===== src/rtl/lcd_scanline_fx.sv =====
// Video post-processing stage: optional 2-tap horizontal blend followed by scanline
// darkening on every fourth line, with a fixed two-ce pipeline and delayed syncs.
module lcd_scanline_fx (
  input  logic       clk,
  input  logic       reset,
  input  logic       ce,
  input  logic       hs_in,
  input  logic       vs_in,
  input  logic       blank_in,
  input  logic [7:0] r_in,
  input  logic [7:0] g_in,
  input  logic [7:0] b_in,
  input  logic [1:0] sl_mode,
  input  logic       blend_en,
  output logic       hs,
  output logic       vs,
  output logic       blank,
  output logic [7:0] r,
  output logic [7:0] g,
  output logic [7:0] b
);

  logic [9:0] line_cnt;
  logic       vs_prev;
  logic       hs_prev;
  logic [1:0] sl_mode_sh;
  logic       blend_sh;
  logic       prev_valid;
  logic [7:0] prev_r, prev_g, prev_b;

  logic       hs1, vs1, blank1;
  logic [7:0] s1_r, s1_g, s1_b;

  logic       use_blend;
  logic       dark;
  logic       vs_rise;
  logic       hs_rise;

  // Rounded average; the 9-bit sum keeps the carry before the halving shift.
  function automatic logic [7:0] blend_px(input logic [7:0] cur, input logic [7:0] prv);
    logic [8:0] sum;
    sum = {1'b0, cur} + {1'b0, prv} + 9'd1;
    return sum[8:1];
  endfunction

  function automatic logic [7:0] darken_px(input logic [7:0] s, input logic [1:0] mode);
    logic [7:0] y;
    case (mode)
      2'd1:    y = s - (s >> 2);
      2'd2:    y = s >> 1;
      2'd3:    y = s >> 2;
      default: y = s;
    endcase
    return y;
  endfunction

  assign use_blend = blend_sh && prev_valid;
  assign vs_rise   = vs_in && !vs_prev;
  assign hs_rise   = hs_in && !hs_prev;
  // line_cnt and the shadow mode already belong to the pixel held in stage 1.
  assign dark      = (sl_mode_sh != 2'd0) && (line_cnt[1:0] == 2'd3);

  always_ff @(posedge clk) begin
    if (reset) begin
      line_cnt   <= '0;
      vs_prev    <= 1'b0;
      hs_prev    <= 1'b0;
      sl_mode_sh <= '0;
      blend_sh   <= 1'b0;
      prev_valid <= 1'b0;
      prev_r     <= '0;
      prev_g     <= '0;
      prev_b     <= '0;
      hs1        <= 1'b0;
      vs1        <= 1'b0;
      blank1     <= 1'b1;
      s1_r       <= '0;
      s1_g       <= '0;
      s1_b       <= '0;
      hs         <= 1'b0;
      vs         <= 1'b0;
      blank      <= 1'b1;
      r          <= '0;
      g          <= '0;
      b          <= '0;
    end else if (ce) begin
      vs_prev <= vs_in;
      hs_prev <= hs_in;
      // Effect settings are only sampled at frame start so a frame never tears.
      if (vs_rise) begin
        line_cnt   <= '0;
        sl_mode_sh <= sl_mode;
        blend_sh   <= blend_en;
      end else if (hs_rise) begin
        line_cnt <= line_cnt + 10'd1;
      end

      if (!blank_in) begin
        prev_r     <= r_in;
        prev_g     <= g_in;
        prev_b     <= b_in;
        prev_valid <= 1'b1;
      end else begin
        prev_valid <= 1'b0;
      end

      hs1    <= hs_in;
      vs1    <= vs_in;
      blank1 <= blank_in;
      s1_r   <= use_blend ? blend_px(r_in, prev_r) : r_in;
      s1_g   <= use_blend ? blend_px(g_in, prev_g) : g_in;
      s1_b   <= use_blend ? blend_px(b_in, prev_b) : b_in;

      hs    <= hs1;
      vs    <= vs1;
      blank <= blank1;
      if (blank1) begin
        r <= '0;
        g <= '0;
        b <= '0;
      end else if (dark) begin
        r <= darken_px(s1_r, sl_mode_sh);
        g <= darken_px(s1_g, sl_mode_sh);
        b <= darken_px(s1_b, sl_mode_sh);
      end else begin
        r <= s1_r;
        g <= s1_g;
        b <= s1_b;
      end
    end
  end

endmodule


===== config.mk =====
export PLATFORM = sky130hd
export DESIGN_NAME = lcd_scanline_fx
export DESIGN_NICKNAME = d
export VERILOG_FILES = /design/src/rtl/lcd_scanline_fx.sv
export SDC_FILE = /design/constraint.sdc
export NUM_CORES = 1
export LEC_CHECK = 0
export ABC_AREA = 1
export BUFFER_PORTS_ARGS = -buffer_cell sky130_fd_sc_hd__buf_2
export CAP_MARGIN = 25
export CORE_MARGIN = 3
export CORE_UTILIZATION = 39
export CTS_CLUSTER_DIAMETER = 40
export DETAILED_ROUTE_END_ITERATION = 8
export GPL_TIMING_DRIVEN = 0
export PLACE_DENSITY = 0.69
export SLEW_MARGIN = 0
export SYNTH_ARGS = -nofsm -noshare
export SYNTH_HDL_FRONTEND = slang
export SYNTH_SLANG_ARGS = --single-unit
export TNS_END_PERCENT = 5

===== constraint.sdc =====
create_clock -name clk -period 3.25 [get_ports clk]
set_input_delay 0.65 -clock clk [delete_from_list [all_inputs] [get_ports clk]]
set_output_delay 0.65 -clock clk [all_outputs]
set_load 0.03 [all_outputs]

==> impl_results.rst <==
.. list-table::
   :header-rows: 1

   * - Metric
     - Value
   * - Final critical-path share of the clock period
     - 63.2%
   * - Headroom to the max-slew limit
     - 51.6%
   * - Max Clk Rate
     - 487 MHz
   * - Maximum number of pins on one net before global-route repair
     - 14
   * - Initial detailed-routing violation count
     - 514
   * - Most instantiated flip-flop cell in the synthesis netlist
     - dfxtp_1
   * - Hold Crit Start
     - g[4]
   * - Post-CTS Repair Setup Buffers
     - 0
   * - # nets final
     - 1,018
   * - Path depth of the worst reg2reg path
     - 8
   * - Die outline height
     - 127 µm
   * - Starting density of the core
     - 40.3%
   * - Most repeated library cell on the critical path
     - nand2_1
   * - Gpl congestion
     - 0.886
   * - Total wire length
     - 16.6 mm
   * - Signed area change from the synthesized netlist to the final layout
     - 14.8%
   * - Clock H-tree levels
     - 3
   * - Number of pins exceeding their max-slew limit in the final report
     - 0
   * - Number of gates given a new drive strength after cts
     - 0
   * - Vias post-DR
     - 5,893
   * - Data arrival time at the worst-slack endpoint
     - 2.27 ns
   * - Startpoint of the most critical register-to-register path
     - s1_g[2]
   * - Crit Path Class
     - primary input to register
   * - Total of hold buffers inserted after clock tree synthesis
     - 0
   * - Count of yosys warnings during synthesis
     - 0
   * - Setup repair after global routing missed its margin
     - no
   * - Clock tree from TritonCTS
     - done
   * - Number of endpoints failing setup at the final stage
     - 0
   * - Vias in the first global route
     - 5,487
   * - Total nets after synthesis
     - 948
   * - CP top delay family
     - simple AND/OR/NAND/NOR gates
   * - DRC
     - 0
   * - Part of the Yosys area used for sequential elements
     - 29.7%
   * - Initial antenna violation count
     - 0
   * - Result of the run
     - finished, final reports clean
   * - Clk_lat worst skew
     - 0.35 ns
   * - Average cell area after synthesis
     - 6.52 µm²
   * - Unique masters post-synth
     - 30
   * - Slew at the pin with the worst max-slew slack
     - 0.727 ns
   * - Clock root buffer
     - clkbuf_16
   * - Final HPWL DP
     - 12.6 mm
   * - Delay contributed by the slowest stage of the critical path
     - 0.44 ns
   * - Largest clock skew in the final design
     - 0.00817 ns
   * - Pre-Repair DR Iteration Count
     - 5
   * - Accumulated negative setup slack
     - 0 ns
   * - Slowest cell on the critical path
     - fa_1
   * - Count of flip-flops with a built-in enable after synthesis
     - 0
   * - Hold WC Path Type
     - register to register
   * - Wire length of the first global-routing pass
     - 27.0 mm
   * - Final-layout fill cell count
     - 1,468
   * - Cells after Synth
     - 869
   * - Leakage Power
     - 3.17 nW
   * - Number of I/O port buffers
     - 59
   * - Vias per cell
     - 5.24
   * - Multi-input combinational cell area
     - 0.00338 mm²
   * - Clock transition at the registers of the reported paths
     - 0.07 ns
   * - Minimum clock period
     - 2.05 ns
   * - CP required
     - 3.46 ns
   * - DIE AREA
     - 0.0160 mm²
   * - Cell breakdown of the critical path
     - buf_2 -> inv_1 -> nand2_1 -> fa_1 -> nand3_1 -> nand3_1 -> and2_1 -> o21ai_0 -> nand2_1 -> nand2_1 -> a21oi_1
   * - Footprint of the flip-flops and latches
     - 0.00168 mm²
   * - Cell area power density
     - 437 mW/mm²
   * - Critical Path End Type
     - register
   * - DP Worst Slack
     - 0.934 ns
   * - Kind of launch point of the worst setup path
     - primary input
   * - Number of cells on the worst hold path
     - 2
   * - Clk buf depth
     - 2
   * - Max_cap viols
     - 0
   * - FP Rows
     - 43
   * - Area of the mapped netlist
     - 0.00566 mm²
   * - IO Count
     - 60
   * - Hold worst-path end
     - g[4]
   * - Core area
     - 0.0140 mm²
   * - Global-route total usage across every layer
     - 20.7%
   * - Number of synthesized register bits
     - 84
   * - Wire length per cell
     - 14.7 µm
   * - DRT antenna net count
     - 0
   * - Max VDD drop
     - 367 µV
   * - Endpoint of the worst-slack reg-to-reg timing path
     - g[2]
   * - Die width
     - 127 µm
   * - Critical path buffers and inverters
     - 2
   * - Fraction of layout cells with a size suffix above 1
     - 9.75%
   * - Async S/R FF share, synth
     - 0%
   * - Commonest non-fill, non-tap cells in the layout
     - nand2_1, inv_1, a21oi_1
   * - Most frequent standard cell in the layout excluding fill and tap cells
     - nand2_1
   * - Crit path setup slack, layout
     - 1.20 ns
   * - Worst reg-to-reg setup slack
     - 1.28 ns
   * - Hold violation count in the final report
     - 0
   * - ANT cells
     - 0
   * - Clock buffer count from CTS
     - 9
   * - Remaining global-route overflow
     - 0
   * - TritonCTS Sinks
     - 84
   * - Worst-path fanout max
     - 4
[final cells by class]
cell class	instances	share of cell area, %
Tap cell	180	3.46
Sequential cell	84	25.9
Clock inverter	4	1.12
Buffer	33	2.48
Timing Repair Buffer	59	4.54
Clock buffer	12	3.79
Multi-Input combinational cell	635	52.0
Inverter	117	6.75
[worst max-delay path by stage]
stage	slack (ns)	cells past startpoint	endpoint	from
finish	1.20	11	s1_g[7]	g_in[0]
global route	1.11	11	s1_g[7]	g_in[0]
CTS	1.28	11	s1_r[7]	r_in[0]
detailed placement	0.93	11	s1_g[7]	g_in[0]
global placement	0.96	11	s1_r[7]	r_in[0]
floorplan	1.33	10	s1_b[7]	b_in[0]
[cell usage after synthesis, types with 6 or more instances]
master,number,share of area (%)
dfxtp_1,84,30
o221ai_1,6,0.93
inv_1,113,7.5
o21ai_0,73,6.5
ha_1,40,8.8
nand3_1,63,5.6
nand2_1,220,15
o21ai_1,7,0.62
a21oi_1,113,10
o211ai_1,12,1.6
nand4_1,15,1.7
nor2_1,51,3.4
buf_1,7,0.46
clkbuf_1,17,1.1
fa_1,6,2.1
[sequential cells by signal, summed over array words and instances (netlist names)]
| name | flops |
|---|---|
| b | 8 |
| g | 8 |
| s1_r | 8 |
| blank1 | 1 |
| line_cnt | 2 |
| s1_g | 8 |
| s1_b | 8 |
| sl_mode_sh | 2 |
| vs1 | 1 |
| prev_r | 8 |
| prev_valid | 1 |
| prev_g | 8 |
| hs1 | 1 |
| hs | 1 |
| r | 8 |
| prev_b | 8 |
| vs | 1 |
| blank | 1 |
| blend_sh | 1 |
[power breakdown]
| part | internal [mW] | leakage [nW] | switching [mW] |
|---|---|---|---|
| clock network | 0.694 | 0.153 | 0.420 |
| registers | 1.08 | 0.689 | 0.0486 |
| logic | 0.210 | 2.32 | 0.386 |
[worst min-delay path: stages (launching register included)]
cell and delay (ns):
dfxtp_1 0.31, nand2_1 0.06, a21oi_1 0.05
[through the flow]
stage                     area (µm²)  power, mW  util, %  hold slack [ns]  std cells
after global routing            6500       2.99     46.3            0.487       1124
final                           6500       2.84     46.3            0.463       1124
after floorplan                 5660       1.57        -            0.446        869
after CTS                       6500       2.85     46.3            0.462       1124
after detailed placement        6180       1.73     44.0            0.452       1108
after global placement          6180       1.73     44.0            0.450       1108
[cells by family after synthesis]
group | Yosys count | share of synthesized area, %
xor gates and xnor gates | 3 | 0.464
and+or+nand+nor | 364 | 27.2
adders and majority gates | 46 | 11.0
DFF | 84 | 29.7
AOI/OAI and AO/OA | 222 | 21.1
buffers and inverters | 150 | 10.6
[per-layer routing]
| metal | vias up | share of wire (%) | GRT usage (%) |
|---|---|---|---|
| met4 | 0 | 0.96 | 3.97 |
| met5 | - | 0 | 0 |
| met2 | 159 | 46 | 34.8 |
| met3 | 13 | 6.2 | 4.04 |
| li1 | 3033 | - | - |
| met1 | 2688 | 47 | 27.8 |
No activity file was read; power rests on OpenSTA's default activity.
